**src/rtl/cpu_pkg.sv**
```systemverilog
// Shared CPU encodings used by the writeback stage.
package cpu_pkg;

  localparam int unsigned XLEN = 32;

  // Writeback source select (3 is reserved and behaves as WB_ALU)
  localparam logic [1:0] WB_ALU  = 2'd0;
  localparam logic [1:0] WB_LOAD = 2'd1;
  localparam logic [1:0] WB_LINK = 2'd2;

  // Load type (5..7 behave as LD_W)
  localparam logic [2:0] LD_W  = 3'd0;
  localparam logic [2:0] LD_H  = 3'd1;
  localparam logic [2:0] LD_HU = 3'd2;
  localparam logic [2:0] LD_B  = 3'd3;
  localparam logic [2:0] LD_BU = 3'd4;

endpackage

```
**src/rtl/load_align.sv**
```systemverilog
// Big-endian load formatter: extracts byte/halfword from an aligned word,
// extends it, and flags misaligned word/halfword accesses.
module load_align
  import cpu_pkg::*;
(
  input  logic [XLEN-1:0] i_mem_data,
  input  logic [1:0]      i_addr_lo,
  input  logic [2:0]      i_ld_type,
  output logic [XLEN-1:0] o_ld_data,
  output logic            o_misalign
);

  logic [15:0] w_half;
  logic [7:0]  w_byte;

  // Lane select: offset 0 is the most significant lane
  always_comb begin
    w_half = i_addr_lo[1] ? i_mem_data[15:0] : i_mem_data[31:16];
    unique case (i_addr_lo)
      2'd0:    w_byte = i_mem_data[31:24];
      2'd1:    w_byte = i_mem_data[23:16];
      2'd2:    w_byte = i_mem_data[15:8];
      default: w_byte = i_mem_data[7:0];
    endcase
  end

  // Extension and alignment check by load type
  always_comb begin
    o_ld_data  = i_mem_data;
    o_misalign = (i_addr_lo != 2'd0);
    case (i_ld_type)
      LD_H: begin
        o_ld_data  = {{16{w_half[15]}}, w_half};
        o_misalign = i_addr_lo[0];
      end
      LD_HU: begin
        o_ld_data  = {16'h0000, w_half};
        o_misalign = i_addr_lo[0];
      end
      LD_B: begin
        o_ld_data  = {{24{w_byte[7]}}, w_byte};
        o_misalign = 1'b0;
      end
      LD_BU: begin
        o_ld_data  = {24'h000000, w_byte};
        o_misalign = 1'b0;
      end
      default: ;
    endcase
  end

endmodule

```
**src/rtl/wb_stage.sv**
```systemverilog
// Writeback stage: MEM/WB register, load formatting, writeback mux,
// same-cycle write-to-read bypass and retired-instruction counter.
module wb_stage
  import cpu_pkg::*;
#(
  parameter int unsigned CNT_W = 32
) (
  input  logic             clk,
  input  logic             rst_n,
  input  logic             stall,
  input  logic             flush,
  input  logic             m_valid,
  input  logic             m_RegWrite,
  input  logic [4:0]       m_WN,
  input  logic [1:0]       m_WbSel,
  input  logic [2:0]       m_LdType,
  input  logic [XLEN-1:0]  m_ALUOut,
  input  logic [XLEN-1:0]  m_MemData,
  input  logic [XLEN-1:0]  m_PC4,
  output logic             RegWrite,
  output logic [4:0]       WN,
  output logic [XLEN-1:0]  WD,
  input  logic [4:0]       RN1,
  input  logic [4:0]       RN2,
  input  logic [XLEN-1:0]  RF_RD1,
  input  logic [XLEN-1:0]  RF_RD2,
  output logic [XLEN-1:0]  RD1,
  output logic [XLEN-1:0]  RD2,
  output logic             misalign,
  output logic [CNT_W-1:0] retire_cnt
);

  // MEM/WB pipeline register fields
  logic            w_valid;
  logic            w_RegWrite;
  logic [4:0]      w_WN;
  logic [1:0]      w_WbSel;
  logic [2:0]      w_LdType;
  logic [XLEN-1:0] w_ALUOut;
  logic [XLEN-1:0] w_MemData;
  logic [XLEN-1:0] w_PC4;

  logic [CNT_W-1:0] r_retire_cnt;
  logic [XLEN-1:0]  w_ld_data;
  logic             w_ld_misalign;

  // MEM/WB register: flush beats stall; flushed fields other than valid just hold
  always_ff @(posedge clk or negedge rst_n) begin
    if (!rst_n) begin
      w_valid    <= 1'b0;
      w_RegWrite <= 1'b0;
      w_WN       <= '0;
      w_WbSel    <= '0;
      w_LdType   <= '0;
      w_ALUOut   <= '0;
      w_MemData  <= '0;
      w_PC4      <= '0;
    end else if (flush) begin
      w_valid <= 1'b0;
    end else if (!stall) begin
      w_valid    <= m_valid;
      w_RegWrite <= m_RegWrite;
      w_WN       <= m_WN;
      w_WbSel    <= m_WbSel;
      w_LdType   <= m_LdType;
      w_ALUOut   <= m_ALUOut;
      w_MemData  <= m_MemData;
      w_PC4      <= m_PC4;
    end
  end

  // Retire counter: an instruction retires when it leaves WB unstalled
  always_ff @(posedge clk or negedge rst_n) begin
    if (!rst_n) begin
      r_retire_cnt <= '0;
    end else if (w_valid && !stall) begin
      r_retire_cnt <= r_retire_cnt + CNT_W'(1);
    end
  end

  load_align u_load_align (
    .i_mem_data (w_MemData),
    .i_addr_lo  (w_ALUOut[1:0]),
    .i_ld_type  (w_LdType),
    .o_ld_data  (w_ld_data),
    .o_misalign (w_ld_misalign)
  );

  // Writeback mux, write enable and decode-read bypass
  always_comb begin
    misalign = w_valid && (w_WbSel == WB_LOAD) && w_ld_misalign;
    case (w_WbSel)
      WB_LOAD: WD = w_ld_data;
      WB_LINK: WD = w_PC4 + 32'd4;
      default: WD = w_ALUOut;
    endcase
    // Register 0 never written, so bypass never fires for RN==0
    RegWrite = w_valid && w_RegWrite && (w_WN != 5'd0) && !misalign;
    WN       = w_WN;
    RD1      = (RegWrite && (RN1 == w_WN)) ? WD : RF_RD1;
    RD2      = (RegWrite && (RN2 == w_WN)) ? WD : RF_RD2;
  end

  assign retire_cnt = r_retire_cnt;

endmodule

```
**config.mk**
```make
export PLATFORM = sky130hd
export DESIGN_NAME = wb_stage
export DESIGN_NICKNAME = d
export VERILOG_FILES = /design/src/rtl/cpu_pkg.sv /design/src/rtl/load_align.sv /design/src/rtl/wb_stage.sv
export SDC_FILE = /design/constraint.sdc
export NUM_CORES = 1
export LEC_CHECK = 0
export ABC_CLOCK_PERIOD_IN_PS = 3500
export BUFFER_PORTS_ARGS = -buffer_cell sky130_fd_sc_hd__buf_2
export CAP_MARGIN = 10
export CORE_ASPECT_RATIO = 1.75
export CORE_MARGIN = 1.5
export CORE_UTILIZATION = 50
export CTS_CLUSTER_SIZE = 30
export DETAILED_ROUTE_END_ITERATION = 12
export PLACE_DENSITY = 0.81
export SYNTH_ARGS = -nofsm -noshare
export SYNTH_HDL_FRONTEND = slang
export SYNTH_SLANG_ARGS = --single-unit
```
**constraint.sdc**
```tcl
create_clock -name clk -period 3.5 [get_ports clk]
set_input_delay 0.7 -clock clk [delete_from_list [all_inputs] [get_ports clk]]
set_output_delay 0.7 -clock clk [all_outputs]
set_load 0.005 [all_outputs]
```
==> results.sh <==
export IMPL_drc=0
export IMPL_ys_async_sr_fraction_pct=100
export IMPL_detailedPlace_worstSlack_ns=0.220
export IMPL_cellLeakagePower_nw=5.33
export IMPL_post_synth_num_cell_types=63
export IMPL_r2r_worst_path_cells=7
export IMPL_seq_area_frac_synth_pct=41.8
export IMPL_power_share_clock_pct=32.0
export IMPL_final_max_slew_violation_count=0
export IMPL_global_route_usage_total_pct=33.3
export IMPL_wire_per_inst_um=21.3
export IMPL_hpwl_um=22700
export IMPL_worst_setup_skew_after_layout_ns=0.0106
export IMPL_slack_of_the_critical_path_ns=0.0141
export IMPL_pin_count_of_the_biggest_net_entering_global_routing=69
export IMPL_num_fill_cells=1296
export IMPL_critical_path_required_ns=2.80
export IMPL_post_cts_hold_buffer_count=0
export IMPL_power_density_nw_per_um2=492
export IMPL_timing_worst_slew_pin_value_ns=0.691
export IMPL_htree_depth=4
export IMPL_share_comb_of_total_power_pct=31.3
export IMPL_post_route_cells_drive_above_1_share_pct=54.8
export IMPL_die_area_um2=17600
export IMPL_insertion_delay_ns=0.42
export IMPL_syn_mean_instance_area_um2=10.4
export IMPL_clkSinkCount=140
export IMPL_critPathLaunchType="register"
export IMPL_netlist_top_cell_by_area="sky130_fd_sc_hd__dfrtp_1"
export IMPL_floorplan_initialDensity_pct=51.0
export IMPL_rrSetupSlack_ns=1.41
export IMPL_cts_made_buffers=17
export IMPL_first_pass_grt_wire_length_um=44300
export IMPL_viasPerCell=5.83
export IMPL_post_syn_instances=807
export IMPL_synth_ff_latch_count=140
export IMPL_holdCritPathClass="input pin to async pin"
export IMPL_antenna_violating_nets_post_route=0
export IMPL_critical_path_max_fanout=5
export IMPL_worst_endpoint_arrival_ns=2.79
export IMPL_number_of_antenna_violations_at_the_first_check_in_global_routing=2
export IMPL_yosysWarnings=0
export IMPL_tritoncts="built"
export IMPL_synth_net_count=997
export IMPL_synth_area_um2=8380
export IMPL_clock_path_buffers=2
export IMPL_yosys_top_cells_area="sky130_fd_sc_hd__dfrtp_1, sky130_fd_sc_hd__mux2_2, sky130_fd_sc_hd__xnor2_1, sky130_fd_sc_hd__nand2_1, sky130_fd_sc_hd__xor2_1"
export IMPL_max_freq_ghz=0.287
export IMPL_slew_headroom_pct=53.8
export IMPL_synth_edff_count=0
export IMPL_placement_rows=62
export IMPL_crit_path_end_kind="output pin"
export IMPL_post_route_min_period_ns=3.49
export IMPL_timing_rr_end="retire_cnt[28]"
export IMPL_worst_ir_drop_vdd_v=0.000305
export IMPL_firstDrtPassIters=7
export IMPL_core_region_area_um2=16400
export IMPL_nNetsFinal=1350
export IMPL_path_delay_family="simple AND/OR/NAND/NOR gates"
export IMPL_critical_path_slowest_cell="sky130_fd_sc_hd__or4_4"
export IMPL_die_width_um=101
export IMPL_yosys_area_top_type_share_pct=41.8
export IMPL_power_sequential_fraction_pct=36.7
export IMPL_cp_slowest_stage_delay_ns=0.55
export IMPL_globalRoute_totalOverflow=0
export IMPL_area_delta_synth_final_pct=37.0
export IMPL_design_portCount=321
export IMPL_crit_type="register to output pin"
export IMPL_vias_in_the_first_global_route=8398
export IMPL_gp_congestion=0.969
export IMPL_floorplan_die_height_um=174
export IMPL_cts_root_buffer="sky130_fd_sc_hd__clkbuf_16"
export IMPL_report_final_setup_viol=0
export IMPL_cp_num_buf_inv=1
export IMPL_route_vias_total=8163
export IMPL_cts_clk_slew_worst_paths_ns=0.06
export IMPL_netSwitchingFraction_pct=35.0
export IMPL_status="complete, no violations"
export IMPL_cp_cell_sequence="nand4_1, or4_4, or3_4, and3_4, o32a_1, mux2_4, buf_6"
export IMPL_internal_power_mw=3.67
export IMPL_critical_path_reg2reg_startpoint="retire_cnt[0]"
export IMPL_report_final_hold_viol_count=0
export IMPL_routed_wl_um=29800
export IMPL_io_buffer_count=320
export IMPL_power_switching_mw=1.97
export IMPL_tns_ns=0
export IMPL_rsz0062_at_grt="yes"
export IMPL_drv_max_cap_violation_count=0
export IMPL_synth_top_flop_cell="sky130_fd_sc_hd__dfrtp_1"
export IMPL_post_route_period_util_pct=99.6
export IMPL_drt_iter0_drc=451
flip-flops by register name (all words and copies together) (netlist names):
register and count:
w_MemData 32, WN 5, w_ALUOut 32, w_valid 1, w_PC4 32, w_RegWrite 1, w_WbSel 2, retire_cnt 32
w_LdType 3
synthesized netlist by cell type, drive strengths merged, types with 3 or more instances:
cell type and instances:
buf 9, nand3 22, and2 4, o21a 3, mux2 165, o22ai 7, nand3b 3, nand2 63
nor2 51, nand4 26, a41oi 3, o21ai 36, nor4 5, and3 9, clkbuf 39, a31oi 4
mux2i 12, o211ai 7, xnor2 33, dfrtp 140, a2bb2oi 5, o211a 3, a22oi 3, xor2 23
or3 3, o221ai 4, ha 4, o2111ai 3, and4 6, inv 20, or4 7, a221oi 11
o32a 3, nor3 15, a21oi 19, nor2b 3, nand2b 5
per-layer routing:
metal	up-vias	GRT usage, %	routed length, µm	share of wire [%]
met2	409	61.8	16100	54
met3	94	5.03	1560	5.2
met5	-	0	0	0
li1	3695	-	-	-
met4	0	19.7	1780	6.0
met1	3965	34.3	10400	35
worst register-to-register path: cells and delay by family, from the launching register on:
family / cells / cell delay (ns)
and+or+nand+nor: 5 / 1.18
DFF: 1 / 0.46
adders and majority gates: 1 / 0.19
xor gates and xnor gates: 1 / 0.18
power by group through the flow:
stage | Sequential [mW] | Combinational [mW] | Clock (mW)
global route | 2.10 | 1.90 | 1.89
detailed placement | 2.10 | 1.60 | 0
global placement | 2.09 | 1.57 | 0
floorplan | 2.00 | 0.911 | 0
finish | 2.07 | 1.77 | 1.80
CTS | 2.06 | 1.67 | 1.82
worst max-delay path by stage:
stage / from / to / slack (ns) / cells after the start
final: w_PC4[16] / RD1[26] / 0.01 / 7
after global routing: w_PC4[18] / RD1[26] / -0.08 / 7
after CTS: w_PC4[4] / RD2[21] / 0.002 / 7
after detailed placement: w_PC4[17] / RD1[26] / 0.22 / 7
after global placement: w_PC4[2] / RD1[22] / 0.29 / 9
after floorplan: w_PC4[2] / RD1[22] / 0.48 / 7
layout by cell type (no fill, tap or decap), types with 12 or more instances in the layout:
cell                          n
sky130_fd_sc_hd__a21oi_1     19
sky130_fd_sc_hd__buf_2      318
sky130_fd_sc_hd__buf_4       50
sky130_fd_sc_hd__clkbuf_16   18
sky130_fd_sc_hd__dfrtp_1    125
sky130_fd_sc_hd__dfrtp_2     15
sky130_fd_sc_hd__inv_1       16
sky130_fd_sc_hd__mux2_2     164
sky130_fd_sc_hd__mux2i_1     12
sky130_fd_sc_hd__nand2_1     62
sky130_fd_sc_hd__nand3_1     19
sky130_fd_sc_hd__nand4_1     25
sky130_fd_sc_hd__nor2_1      48
sky130_fd_sc_hd__nor3_1      15
sky130_fd_sc_hd__o21ai_0     34
sky130_fd_sc_hd__xnor2_1     33
sky130_fd_sc_hd__xor2_1      23
metrics by stage:
stage               utilization [%]  cells  power, mW  hold WS [ns]  instance area [µm²]
CTS                            68.1   1386       5.55         0.306                11200
floorplan                         -    807       2.92         0.404                 8380
detailed placement             63.5   1342       3.70         0.472                10400
global placement               63.5   1342       3.66         0.470                10400
finish                         69.8   1399       5.65         0.279                11500
global route                   69.8   1399       5.88         0.332                11500
area by class of cell:
type / count / area, µm² / area share [%]
well taps: 224 / 280 / 2.44
multi-input cells: 599 / 4810 / 41.9
inverters: 20 / 82.6 / 0.719
clock buffers: 17 / 425 / 3.70
repair buffers: 382 / 2200 / 19.2
flip-flops and latches: 140 / 3520 / 30.7
clock inverters: 15 / 155 / 1.35
diodes: 2 / 5.00 / 0.0436
what timing repair did:
item                                    4_1_cts  5_1_grt
hold endpoints to repair                      0        0
endpoints found under the setup margin       63       64
gates resized for setup                      26       43
pin swaps                                     3        3
cloned                                        0        1
setup buffers                                12       10
cell families after synthesis:
kind of cell | synth area share, %
AOI/OAI and AO/OA | 11.2
and+or+nand+nor | 13.6
buffers and inverters | 3.16
muxes | 23.6
DFF | 41.8
xor gates and xnor gates | 5.85
adders and majority gates | 0.836
No activity file was read; power rests on OpenSTA's default activity.
